**config.mk**
```make
export PLATFORM = sky130hd
export DESIGN_NAME = pulse_event_scheduler
export DESIGN_NICKNAME = d
export VERILOG_FILES = /design/src/rtl/pulse_event_scheduler_pkg.sv /design/src/rtl/pulse_event_counter.sv /design/src/rtl/pulse_event_scheduler.sv
export SDC_FILE = /design/constraint.sdc
export NUM_CORES = 1
export LEC_CHECK = 0
export ABC_AREA = 0
export CAP_MARGIN = 20
export CORE_ASPECT_RATIO = 0.8
export CORE_MARGIN = 2
export CORE_UTILIZATION = 30
export DETAILED_ROUTE_END_ITERATION = 7
export PLACE_DENSITY_LB_ADDON = 0.05
export SETUP_SLACK_MARGIN = 0.2
export SLEW_MARGIN = 10
export SYNTH_ARGS = -nofsm -noshare
export SYNTH_HDL_FRONTEND = slang
export SYNTH_SLANG_ARGS = --single-unit
export TNS_END_PERCENT = 50
```
**constraint.sdc**
```tcl
create_clock -name clock -period 2.9 [get_ports clock]
set_input_delay 0.435 -clock clock [delete_from_list [all_inputs] [get_ports clock]]
set_output_delay 0.435 -clock clock [all_outputs]
set_load 0.005 [all_outputs]
```
**src/rtl/pulse_event_scheduler_pkg.sv**
```systemverilog
// Shared types and sizing helpers for the pulse event scheduler.
package pulse_event_scheduler_pkg;

    typedef enum logic [1:0] {
        ST_IDLE  = 2'd0,
        ST_ISSUE = 2'd1,
        ST_GAP   = 2'd2
    } sched_state_e;

    function automatic int index_width(input int requesters);
        return (requesters > 2) ? $clog2(requesters) : 1;
    endfunction

endpackage

```
**src/rtl/pulse_event_counter.sv**
```systemverilog
// Saturating up/down event counter with a sticky overflow flag.
module pulse_event_counter #(
    parameter int COUNT_WIDTH = 4
) (
    input  logic clock,
    input  logic clear,
    input  logic inc_i,
    input  logic dec_i,
    input  logic overflow_clear_i,
    output logic pending_o,
    output logic overflow_o
);

    localparam logic [COUNT_WIDTH-1:0] COUNT_MAX = '1;

    logic [COUNT_WIDTH-1:0] count_q, count_d;
    logic                   overflow_q, overflow_d;
    logic                   ovf_set;

    always_comb begin
        count_d = count_q;
        ovf_set = 1'b0;
        if (inc_i && !dec_i) begin
            if (count_q == COUNT_MAX) begin
                ovf_set = 1'b1;
            end else begin
                count_d = count_q + COUNT_WIDTH'(1);
            end
        end else if (dec_i && !inc_i && (count_q != '0)) begin
            count_d = count_q - COUNT_WIDTH'(1);
        end
        // A drop in the same cycle as a clear request must still be reported.
        overflow_d = ovf_set | (overflow_q & ~overflow_clear_i);
    end

    always_ff @(posedge clock) begin
        if (clear) begin
            count_q    <= '0;
            overflow_q <= 1'b0;
        end else begin
            count_q    <= count_d;
            overflow_q <= overflow_d;
        end
    end

    assign pending_o  = (count_q != '0);
    assign overflow_o = overflow_q;

endmodule

```
**src/rtl/pulse_event_scheduler.sv**
```systemverilog
// Round-robin scheduler that issues counted events as spaced single-cycle pulses.
//   state | meaning
//   IDLE  | waiting for enable and a pending source; latches the grant
//   ISSUE | one-cycle pulse for the grant, its count is consumed
//   GAP   | MIN_GAP quiet cycles so the receiving synchronizer keeps up
module pulse_event_scheduler
    import pulse_event_scheduler_pkg::*;
#(
    parameter int REQUESTERS  = 4,
    parameter int COUNT_WIDTH = 4,
    parameter int MIN_GAP     = 4,
    localparam int INDEX_WIDTH = index_width(REQUESTERS)
) (
    input  logic                   clock,
    input  logic                   clear,
    input  logic                   enable,
    input  logic [REQUESTERS-1:0]  request_in,
    input  logic [REQUESTERS-1:0]  overflow_clear,
    output logic                   pulse_out,
    output logic [INDEX_WIDTH-1:0] pulse_index,
    output logic [REQUESTERS-1:0]  pending_out,
    output logic [REQUESTERS-1:0]  overflow_out,
    output logic                   busy
);

    localparam int GAP_WIDTH = $clog2(MIN_GAP);
    localparam logic [GAP_WIDTH-1:0]   GAP_LOAD = GAP_WIDTH'(MIN_GAP - 1);
    localparam logic [INDEX_WIDTH-1:0] LAST_IDX = INDEX_WIDTH'(REQUESTERS - 1);

    sched_state_e           state_q, state_d;
    logic [INDEX_WIDTH-1:0] grant_q, grant_d;
    logic [INDEX_WIDTH-1:0] ptr_q, ptr_d;
    logic [GAP_WIDTH-1:0]   gap_q, gap_d;

    logic [REQUESTERS-1:0]  dec;
    logic                   pick_found;
    logic [INDEX_WIDTH-1:0] pick_idx;
    logic [INDEX_WIDTH-1:0] cand_idx;
    int                     cand;

    for (genvar i = 0; i < REQUESTERS; i++) begin : g_cnt
        pulse_event_counter #(
            .COUNT_WIDTH(COUNT_WIDTH)
        ) u_cnt (
            .clock           (clock),
            .clear           (clear),
            .inc_i           (request_in[i]),
            .dec_i           (dec[i]),
            .overflow_clear_i(overflow_clear[i]),
            .pending_o       (pending_out[i]),
            .overflow_o      (overflow_out[i])
        );
    end

    always_comb begin
        dec = '0;
        if (state_q == ST_ISSUE) begin
            dec[grant_q] = 1'b1;
        end
    end

    // First pending source at or after the pointer, wrapping around.
    always_comb begin
        pick_found = 1'b0;
        pick_idx   = '0;
        cand       = 0;
        cand_idx   = '0;
        for (int k = 0; k < REQUESTERS; k++) begin
            cand     = (int'(ptr_q) + k) % REQUESTERS;
            cand_idx = INDEX_WIDTH'(cand);
            if (!pick_found && pending_out[cand_idx]) begin
                pick_found = 1'b1;
                pick_idx   = cand_idx;
            end
        end
    end

    always_comb begin
        state_d = state_q;
        grant_d = grant_q;
        ptr_d   = ptr_q;
        gap_d   = gap_q;
        case (state_q)
            ST_IDLE: begin
                if (enable && pick_found) begin
                    grant_d = pick_idx;
                    state_d = ST_ISSUE;
                end
            end
            ST_ISSUE: begin
                ptr_d   = (grant_q == LAST_IDX) ? '0 : grant_q + INDEX_WIDTH'(1);
                gap_d   = GAP_LOAD;
                state_d = ST_GAP;
            end
            ST_GAP: begin
                if (gap_q == '0) begin
                    state_d = ST_IDLE;
                end else begin
                    gap_d = gap_q - GAP_WIDTH'(1);
                end
            end
            default: state_d = ST_IDLE;
        endcase
    end

    always_ff @(posedge clock) begin
        if (clear) begin
            state_q <= ST_IDLE;
            grant_q <= '0;
            ptr_q   <= '0;
            gap_q   <= '0;
        end else begin
            state_q <= state_d;
            grant_q <= grant_d;
            ptr_q   <= ptr_d;
            gap_q   <= gap_d;
        end
    end

    assign pulse_out   = (state_q == ST_ISSUE);
    assign pulse_index = pulse_out ? grant_q : '0;
    assign busy        = (state_q != ST_IDLE);

endmodule

```
==> results.txt, run 1 <==
- Status: finished clean
* Chip Width: 95.1 um
- In this design, the stage delay of the slowest critical-path cell is 0.63 ns.
- After clock tree synthesis, the repair step resized 0 gates.
- The number of buffers and inverters on the critical path is 1.
* Worst path required time: 2.47 ns
* Number of clock sinks: 28
- The final layout contains routed wiring with a total length of 4350 um.
- Via count of the first global-routing pass: 1,576
- The worst setup path is launched from a flop.
- Detailed Routing Iterations Pass 1: 4
* Placer congestion estimate: 0.797
- After detailed routing, the average wire length per cell comes to 13.2 um.
- The clock period could shrink to 2.43 ns.
- Worst clock skew: 0.00612 ns
* Worst slew slack as a fraction of its limit: 66.1%
- Final net count: 275
- The total overflow left after global routing is 0.
- The die covers 7310 um^2.
- The number of setup buffers added after CTS is 0.
- Worst Setup End Kind: output pin
* HPWL after DPL: 3290 um
- The tightest min-delay check is of the reg2reg type.
- In this run, distinct cell masters in the synthesized netlist total 39.
- Clock share of power: 22.3%
* Relative contribution of combinational cells to total power: 33.3%
- The initial utilization of the core area, before any placement, comes to 31.1%.
* Total of buffers placed on input and output ports: 22
- For this run, design rule violations remaining after detail routing come to 0.
- The tool flagged a number of max-cap violations equal to 0.
- In this run the number of cells on the critical path is 3.
- Counting instances, the worst hold path has a depth of 2.
- Buffer levels on the longest clock path: 2
* Clock edge transition at the registers on the reported setup and hold paths: 0.10 ns
- The worst register-to-register path has a setup slack of 0.55 ns.
* Antenna violation net count after detailed routing: 0
* Number of vias after detailed routing: 1,644
- The number of nets in the synthesized netlist is 260.
* Utilization of the core after routing: 36.0%
- I/O pin count: 23
* Chip Height: 76.9 um
- After detailed routing, the number of vias per cell comes to 4.98.
- The worst register-to-register path ends at g_cnt[0].u_cnt.count_q[3].
- Std cell rows: 26
- Fraction of layout cells with a size suffix above 1: 7.72%
- Maximum number of pins on one net before global-route repair: 35
* Final Hold Fails: 0
- Counting flops and latches in the post-synthesis netlist gives 28.
- Post-synthesis cell count: 232
- The initial antenna violation count was 0.
* Setup crit end: pulse_index[1]
- Unrepaired setup endpoints after global routing: false
- Worst reg-to-reg path cell count: 9
* CP top delay family: flip-flops
- In this run the power spent charging and discharging nets is 0.386 mW.
* Global-route wire length before repair: 7690 um
- TritonCTS built the clock tree.
- After clock tree synthesis, the flow added hold-fix buffers numbering 0.
* Num CTS Buffers: 3
- Start point of the critical path: state_q[0]
- For the worst-skew pair, the clock arrives at the later sink with an insertion delay of 0.28 ns.
- In this run the critical register-to-register path is launched from grant_q[0].
- Switching power share of the total: 34.5%
* Critical Path, Cell by Cell: nor2b_2, and2_1, clkdlybuf4s50_1
* YS warnings: 0
- Fraction of power consumed by sequential logic: 44.4%
* Overall Global Routing Usage: 13.0%
* Worst Path Arrival: 2.00 ns
- Slew at the pin with the worst max-slew slack: 0.505 ns
- Area of the mapped netlist: 1990 um^2
- Number of diodes added for antenna fixing: 0
- Lkg Pwr: 0.912 nW
- CP max FO: 15
- Cell internal power was estimated by the tool at 0.732 mW.
- Final period util: 83.9%
- Number of design-rule violations left by the first detailed-router iteration: 81
- Relative to the synthesized area, the layout overhead comes to 15.7%.
* Slew Viols, Final: 0
- Leaving out fill and tap cells, the most frequent cell in the layout is dfxtp_1.
- The worst-case IR drop observed on VDD is 0.000242 V.
- Each instance of the synthesized netlist takes up on average 8.59 um^2.
- Most frequent cells in the layout: 28 x dfxtp_1, 22 x clkdlybuf4s50_1, 19 x nor3_1
* CTS Root Buffer Type: clkbuf_8
* Max Fclk: 411 MHz
- In this run the number of H-tree levels came out at 1.
* Floorplan Core Area: 6410 um^2
* Sequential-to-total area share from yosys stat: 28.1%
- On the critical path, the stage with the largest delay is an instance of dfxtp_1.
* Pwr/cell area: 485 nW/um^2
- Crit Path Category: reg2out
- Setup violations remaining at the end of the flow were counted as 0.
- Summed over all failing endpoints, the final setup total negative slack is 0 ns.
area by class of cell:
type / count / area, um^2
Tap cell: 84 / 105
Multi-Input combinational cell: 174 / 1290
Clock buffer: 4 / 55.1
Inverter: 16 / 62.6
Sequential cell: 28 / 561
Timing Repair Buffer: 24 / 235
Fill cell: 663 / 4100
per-stage QoR:
step	hold WS [ns]	worst slack (ns)	cell area (um^2)	power (mW)	cells
floorplan	0.481	0.834	1990	0.777	232
global placement	0.508	0.454	2250	0.890	326
detailed placement	0.506	0.443	2250	0.882	326
CTS	0.522	0.330	2300	1.14	330
global route	0.553	0.293	2300	1.21	330
finish	0.525	0.468	2300	1.12	330
layer usage:
layer | up-vias | wire length (um) | track usage [%]
li1 | 871 | - | -
met4 | 0 | 25 | 1.74
met3 | 2 | 185 | 3.34
met5 | - | 0 | 0
met2 | 25 | 1770 | 19.0
met1 | 746 | 2360 | 19.6
power by group through the flow:
stage                     Combinational [mW]  Sequential [mW]  Clock, mW
after floorplan                        0.290            0.487          0
after global placement                 0.381            0.509          0
after detailed placement               0.376            0.506          0
after CTS                              0.378            0.497      0.263
after global routing                   0.429            0.505      0.279
final                                  0.372            0.496      0.249
worst reg2reg max path, delay by kind of cell, from the launching register on:
kind / cells / cell delay (ns)
DFF: 1 / 0.41
buffers and inverters: 1 / 0.11
AOI/OAI and AO/OA: 3 / 0.50
and+or+nand+nor: 2 / 0.34
adders and majority gates: 2 / 0.57
muxes: 1 / 0.33
state kept, by name, indices dropped and copies added (netlist names):
signal and flops:
g_cnt.u_cnt.count_q 16, g_cnt.u_cnt.overflow_o 4, gap_q 2, grant_q 2
ptr_q 2, state_q 2
cell usage after synthesis:
library cell | number | share of area [%]
o22a_1 | 1 | 0.44
buf_4 | 8 | 3.0
and2_1 | 2 | 0.63
nand3b_1 | 5 | 1.9
inv_1 | 13 | 2.4
a32o_1 | 1 | 0.50
nor2b_1 | 10 | 3.1
o21a_1 | 1 | 0.38
buf_1 | 1 | 0.19
nand4_1 | 4 | 1.3
nand3_1 | 17 | 4.3
buf_2 | 2 | 0.50
nor4_4 | 4 | 4.3
a21boi_0 | 4 | 1.5
mux2i_1 | 2 | 1.0
clkbuf_1 | 3 | 0.57
and3b_1 | 5 | 2.2
nor2_1 | 17 | 3.2
o41ai_4 | 1 | 1.4
inv_2 | 2 | 0.38
a211oi_1 | 5 | 1.9
mux2_1 | 4 | 2.3
a21oi_1 | 14 | 3.5
or2_2 | 1 | 0.31
o211a_1 | 4 | 2.0
o22ai_1 | 9 | 2.8
ha_1 | 13 | 8.2
o31ai_1 | 1 | 0.38
dfxtp_1 | 28 | 28
nand2_1 | 6 | 1.1
nor3b_1 | 1 | 0.38
o21ai_0 | 7 | 1.8
nor3_2 | 3 | 1.5
nor3_1 | 19 | 4.8
fa_1 | 4 | 4.0
and3_1 | 4 | 1.3
a211o_1 | 1 | 0.44
inv_4 | 1 | 0.31
xor2_1 | 4 | 1.8
cell families (layout without fill, tap and decap cells):
logic type      after synthesis  after routing  synth area share (%)
fa+ha+maj                    17             17                  12.2
compound gates               49             49                  17.0
flops                        28             28                  28.1
mux                           6              6                  3.27
simple gates                 98             98                  30.2
buf+inv                      30             44                  7.41
xor+xnor                      4              4                  1.76
worst min-delay path by stage:
| stage | startpoint | end | slack (ns) |
|---|---|---|---|
| after global routing | gap_q[0] | gap_q[0] | 0.55 |
| after CTS | gap_q[1] | gap_q[1] | 0.52 |
| final | gap_q[1] | gap_q[1] | 0.52 |
| after detailed placement | gap_q[1] | gap_q[1] | 0.51 |
| after floorplan | gap_q[1] | gap_q[1] | 0.48 |
| after global placement | gap_q[1] | gap_q[1] | 0.51 |
No activity file was read; power rests on OpenSTA's default activity.
==> run 2, diff against run 1 <==
clock period = 2.5 ns   (was 2.9 ns; I/O delays follow)
==> run 2 against run 1 <==
Clock power is 51% higher. Highest routed layer unchanged. Wire length grew 5.5%. Clock skew rose by 0.0061 ns. Non-clock buffer count up 10. Largest cell class unchanged. Sequential power is 16% higher.
==> results.txt, run 2 (synthesized netlist as in run 1, its figures left out) <==
- The run finished with clean final reports.
- Worst clock skew: 0.0122 ns
* Post-detailed-route DRC marker count: 0
- After clock tree synthesis, the clock-pin slew on the worst setup and hold paths is 0.11 ns.
- The floorplan step defined a die boundary enclosing 7310 um^2.
- Slew at the pin with the worst max-slew slack: 0.472 ns
* Max Fclk: 455 MHz
* Overall Global Routing Usage: 13.2%
* Final Hold Fails: 0
* Unrepaired setup endpoints after global routing: true
- I/O pin count: 23
- Lkg Pwr: 0.972 nW
* Max capacitance violation total: 0
- Wire length per cell: 13.5 um
- CTS saw 28 sinks.
- Largest register FFs: 16
- Headroom to the max-slew limit came out at 68.4%.
- Critical path buffer and inverter count: 1
* Number of vias after detailed routing: 1,709
- The final critical path takes up 88.0% of the cycle.
- Setup crit end: g_cnt[2].u_cnt.count_q[3]
- The floorplan has 26 rows.
- STA puts the critical path data arrival time at 2.38 ns.
* Worst reg-to-reg path cell count: 9
* Total of buffers placed on input and output ports: 22
- Setup slack after layout: 0.301 ns
- Buffer levels on the longest clock path: 2
- From synthesis to final layout, the design area changed by 23.2%.
- At the end of routability-driven placement, the weighted congestion stood at 0.790.
- At the end of the flow, the number of nets in the layout was 285.
- Number of design-rule violations left by the first detailed-router iteration: 77
- Tracing the worst setup path back leads to its startpoint at grant_q[0].
- Per-cell via count in the routed design: 5.03
- Fraction of layout cells with a size suffix above 1: 16.0%
- Worst Setup Start Kind: flop
- Prior to clock tree synthesis, the placed netlist has a worst setup slack of 0.124 ns.
- Crit Path Category: reg2reg
- Antenna violations before repair: 0
- Setup violations remaining at the end of the flow were counted as 0.
- Most numerous cell on the critical path: ha_1
- Chip Width: 95.1 um
- Critical Path, Cell by Cell: inv_1, ha_1, nand3b_1, nand2_1, ha_1, a21oi_1, a211oi_2, o22ai_1, mux2_1
* Via count of the first global-routing pass: 1,598
- The worst setup path is captured at a flop.
- Detailed placement ended at an HPWL of 3480 um.
- Wires add up to 4580 um.
- TritonCTS built the clock tree.
* Leftover overflow at the end of global routing: 0
* Antenna violation net count after detailed routing: 0
- Number of diodes added for antenna fixing: 0
- The smallest clock period supported by the final layout is computed as 2.20 ns.
- Worst Hold Class: reg2reg
* R2R setup slack: 0.30 ns
* Floorplan Core Area: 6410 um^2
* Register name with the most flops: g_cnt.u_cnt.count_q
* CTS Root Buffer Type: clkbuf_8
- Detailed Routing Iterations Pass 1: 4
- Entering global routing, the biggest net connects 17 pins.
- Utilization of the core after routing: 38.3%
- Slowest stage cell on the critical path: ha_1
- The startpoint identified for the worst register-to-register timing path is grant_q[0].
* FF-to-FF End: g_cnt[2].u_cnt.count_q[3]
* Number of logic stages on the critical path including buffering: 9
- Worst path required time: 2.68 ns
- From bottom edge to top edge, the die measures 76.9 um.
- For this configuration, the core starts out at a cell density of 31.1%.
- Pwr/cell area: 582 nW/um^2
- H-tree levels: 1
- Global-route wire length before repair: 7740 um
* Most frequent cells in the layout: 26 x dfxtp_1, 22 x clkdlybuf4s50_1, 19 x nor3_1
- After clock tree synthesis, the flow added hold-fix buffers numbering 0.
* Num CTS Buffers: 3
- After routing, the total negative slack on setup checks comes to 0 ns.
- The final max-slew violation count came to 0.
- The largest single stage delay on the critical path is 0.35 ns.
- Maximum VDD drop: 0.000197 V
- FILL cells: 637
- CP max FO: 4
* Clock network latency to the later pin of the worst-skew pair: 0.29 ns
- Leaving out fill and tap cells, the most frequent cell in the layout is dfxtp_1.
* CP top delay family: adder cells
[run 2: changes by cell type in the layout (fill, tap and decap cells not counted), sizes merged]
cell | before | now
buf | 2 | 12
clkbuf | 4 | 3
bufinv | 0 | 1
[run 2: how the worst min path moves through the flow]
| stage | start | endpoint | slack [ns] | cells past startpoint |
|---|---|---|---|---|
| 3_5_place_dp | gap_q[1] | gap_q[1] | 0.51 | 2 |
| 2_1_floorplan | gap_q[1] | gap_q[1] | 0.48 | 2 |
| 4_1_cts | gap_q[1] | gap_q[1] | 0.53 | 2 |
| 6_report | gap_q[1] | gap_q[1] | 0.52 | 2 |
| 5_1_grt | gap_q[1] | gap_q[1] | 0.56 | 2 |
| 3_3_place_gp | gap_q[1] | gap_q[1] | 0.50 | 2 |
[run 2: where the power goes]
| group | switching, mW | total (mW) | internal, mW |
|---|---|---|---|
| registers | 0.0800 | 0.574 | 0.494 |
| clock network | 0.162 | 0.377 | 0.215 |
| logic | 0.238 | 0.477 | 0.239 |
[run 2: final cells by class]
type	instances	area, um^2	area share [%]
repair buffers	34	310	12.6
clock buffers	3	41.3	1.68
well taps	84	105	4.28
inverters	16	62.6	2.55
clock inverters	1	30.0	1.22
multi-input cells	174	1340	54.7
flip-flops and latches	28	563	22.9
[run 2: repair_timing]
action | in CTS | in global routing
buffers inserted | 0 | 4
endpoints found under the setup margin | 3 | 6
gates resized for setup | 1 | 12
[run 2: through the flow]
stage | std cells | hold slack, ns | instance area, um^2 | power, mW
finish | 340 | 0.519 | 2450 | 1.43
global route | 340 | 0.559 | 2450 | 1.53
CTS | 336 | 0.528 | 2360 | 1.42
detailed placement | 332 | 0.509 | 2290 | 1.03
global placement | 332 | 0.504 | 2290 | 1.04
floorplan | 232 | 0.481 | 1990 | 0.902
[run 2: routing by layer]
metal | part of all wire [%] | global-route usage [%] | routed length, um
met5 | 0 | 0 | 0
met4 | 0.94 | 3.04 | 43
met3 | 4.0 | 3.05 | 184
met2 | 43 | 19.4 | 1990
met1 | 52 | 19.6 | 2360
[run 2: worst register-to-register path: cells and delay by family (launching register included)]
family	cells	cell delay [ns]
adders and majority gates	2	0.57
buffers and inverters	1	0.07
and+or+nand+nor	2	0.31
DFF	1	0.34
muxes	1	0.33
AOI/OAI and AO/OA	3	0.47
==> run 3, diff against run 2 <==
GPL_TIMING_DRIVEN = 0   (was unset)
==> run 3 against run 2 <==
Combinational power grew 3%. Flip-flop and latch count is the same. Non-clock buffer count is 3 higher. Core utilization rose by 0.16 points. First-iteration DRC count shrank 19%. Via count grew 0.70%. Cell count increased by 0.88%. Sequential power is 1% higher. Critical path type is now reg2out. Critical endpoint is now pending_out[3]. Largest cell class unchanged.
==> results.txt, run 3 (synthesized netlist as in run 1, its figures left out) <==
- Max Fclk: 445 MHz
- In this run the number of H-tree levels came out at 1.
- Met2 wire len: 1970 um
- The die covers 7310 um^2.
* Detailed-routed wire length on met3: 207 um
- Worst slew slack as a fraction of its limit: 59.8%
* Slew at the pin with the worst max-slew slack: 0.603 ns
* Largest stage delay on the critical path: 0.43 ns
- Pwr/cell area: 553 nW/um^2
* Number of clock sinks: 28
* HPWL after DPL: 3520 um
* Total of buffers placed on input and output ports: 22
- Antenna violation net count after detailed routing: 0
- In this run the worst path has a maximum fanout of 5.
- The first global-routing pass estimated 8070 um of wire.
- Largest register FFs: 16
- The initial utilization of the core area, before any placement, comes to 31.1%.
- Via count of the first global-routing pass: 1,622
* Worst Setup Start Kind: flop
- STA puts the critical path data required time at 2.12 ns.
- Worst clock skew: 0.00550 ns
- Final Total Pwr: 1.36 mW
* Area Overhead vs Synth: 23.7%
- g_cnt.u_cnt.count_q holds more flip-flops than any other register.
- At the placement stage, the worst setup path has a slack of 0.103 ns.
- The first detailed-routing pass ran for 4 iterations.
* Final Routed Wirelength: 4690 um
- Signal routing reaches up to met4.
- Slew Viols, Final: 0
- In the final routing, the length of wire on met1 measures 2480 um.
- Number of diodes added for antenna fixing: 0
* Fraction of layout cells with a size suffix above 1: 17.0%
- Final net count: 288
- Of the available clock period, the critical path in the final layout requires 89.9%.
- The tightest min-delay check is of the reg2reg type.
* CTS tree: built
- The signal on the critical path passes through nor4_4, inv_1, buf_4, clkdlybuf4s50_1.
* Chip Height: 76.9 um
- Floorplan Core Area: 6410 um^2
- Leftover overflow at the end of global routing: 0
- Data on the critical path arrives at its endpoint at 1.87 ns.
* Number of hold-repair buffers added at the cts stage: 0
- The number of clock buffers added by TritonCTS is 3.
- The final hold violation count is 0.
* Non-filler cells, final: 343
- The run finished with clean final reports.
* Leading cell type in the layout, fill and taps excluded: dfxtp_1
- Hold timing on the final database bottoms out at a slack of 0.532 ns.
* Lkg Pwr: 0.969 nW
- Number of design-rule violations left by the first detailed-router iteration: 62
* Unrepaired setup endpoints after global routing: true
- Dpl cells: 338
- Per-cell via count in the routed design: 5.02
- Pin placement for this block handled 23 I/O pins.
- In the post-route analysis, the smallest setup slack over all paths is 0.252 ns.
- Max capacitance violation total: 0
- Maximum number of pins on one net before global-route repair: 16
- Std cell rows: 26
* Chip Width: 95.1 um
* Buffer levels on the longest clock path: 2
* Placer congestion estimate: 0.783
* Utilization of the core after routing: 38.5%
* Setup violations, final: 0
- Across the VDD grid, the largest voltage drop is 0.000250 V.
- Across every metal layer, demand over resource in global routing totals 13.7%.
- Counting I/O delays and the setup requirement, the final critical path takes 2.25 ns.
- Most frequent cells in the layout: 24 x dfxtp_1, 22 x clkdlybuf4s50_1, 19 x nor3_1
- Area after detailed placement: 2320 um^2
- Crit Path Category: reg2out
* Clock network latency to the later pin of the worst-skew pair: 0.28 ns
- Post-detailed-route DRC marker count: 0
* Clock edge transition at the registers on the reported setup and hold paths: 0.10 ns
* Final Cell Area: 2460 um^2
- In this run the clock root is driven by a clkbuf_8.
- Worst Setup End Kind: output pin
* Number of vias after detailed routing: 1,721
- Antenna violations before repair: 0
- Post-route setup TNS: 0 ns
- Slowest stage cell on the critical path: clkdlybuf4s50_1
- Wire length per cell: 13.7 um
-- run 3: changes by cell type in the layout (fill, tap and decap cells not counted) --
cell,delta
dfxtp_1,-2
nand2_2,+1
dfxtp_2,+2
a211oi_2,-2
clkbuf_8,+1
ha_4,+2
nand2_1,-1
buf_4,-2
buf_1,+1
bufinv_16,-1
a211oi_1,+2
ha_1,-2
clkbuf_1,+2
buf_2,+2
-- run 3: layout make-up --
cell class	instances	area [um^2]
multi-input cells	174	1360
inverters	16	62.6
fillers	653	3940
well taps	84	105
clock buffers	4	55.1
flip-flops and latches	28	566
repair buffers	23	228
plain buffers	14	88.8
-- run 3: what timing repair did --
action / 4_1_cts / 5_1_grt
pin swaps: 1 / 0
endpoints found under the setup margin: 7 / 10
gates resized for setup: 4 / 15
buffers inserted: 0 / 1
cloned: 0 / 0
-- run 3: path summary, 6_finish.rpt --
check	start	to	slack, ns	depth (start not counted)
setup / recovery	g_cnt[3].u_cnt.count_q[1]	pending_out[3]	0.25	4
hold / removal	gap_q[1]	gap_q[1]	0.53	2
setup reg to reg	grant_q[0]	g_cnt[2].u_cnt.count_q[3]	0.33	9
hold reg to reg	gap_q[1]	gap_q[1]	0.53	2
-- run 3: critical path: cells and delay by family (launching register included) --
kind	cells	cell delay [ns]
simple gates	1	0.39
buf+inv	3	0.82
flops	1	0.40
-- run 3: layer usage --
layer | GRT usage [%] | vias to the layer above
li1 | - | 891
met1 | 20.4 | 797
met2 | 20.4 | 31
met3 | 2.95 | 2
met4 | 2.17 | 0
met5 | 0 | -
-- run 3: report_power, final --
group / leakage [nW] / switching (mW) / internal, mW / total, mW
clock: 0.0288 / 0.148 / 0.141 / 0.289
sequential: 0.232 / 0.0853 / 0.495 / 0.580
combinational: 0.708 / 0.239 / 0.254 / 0.493
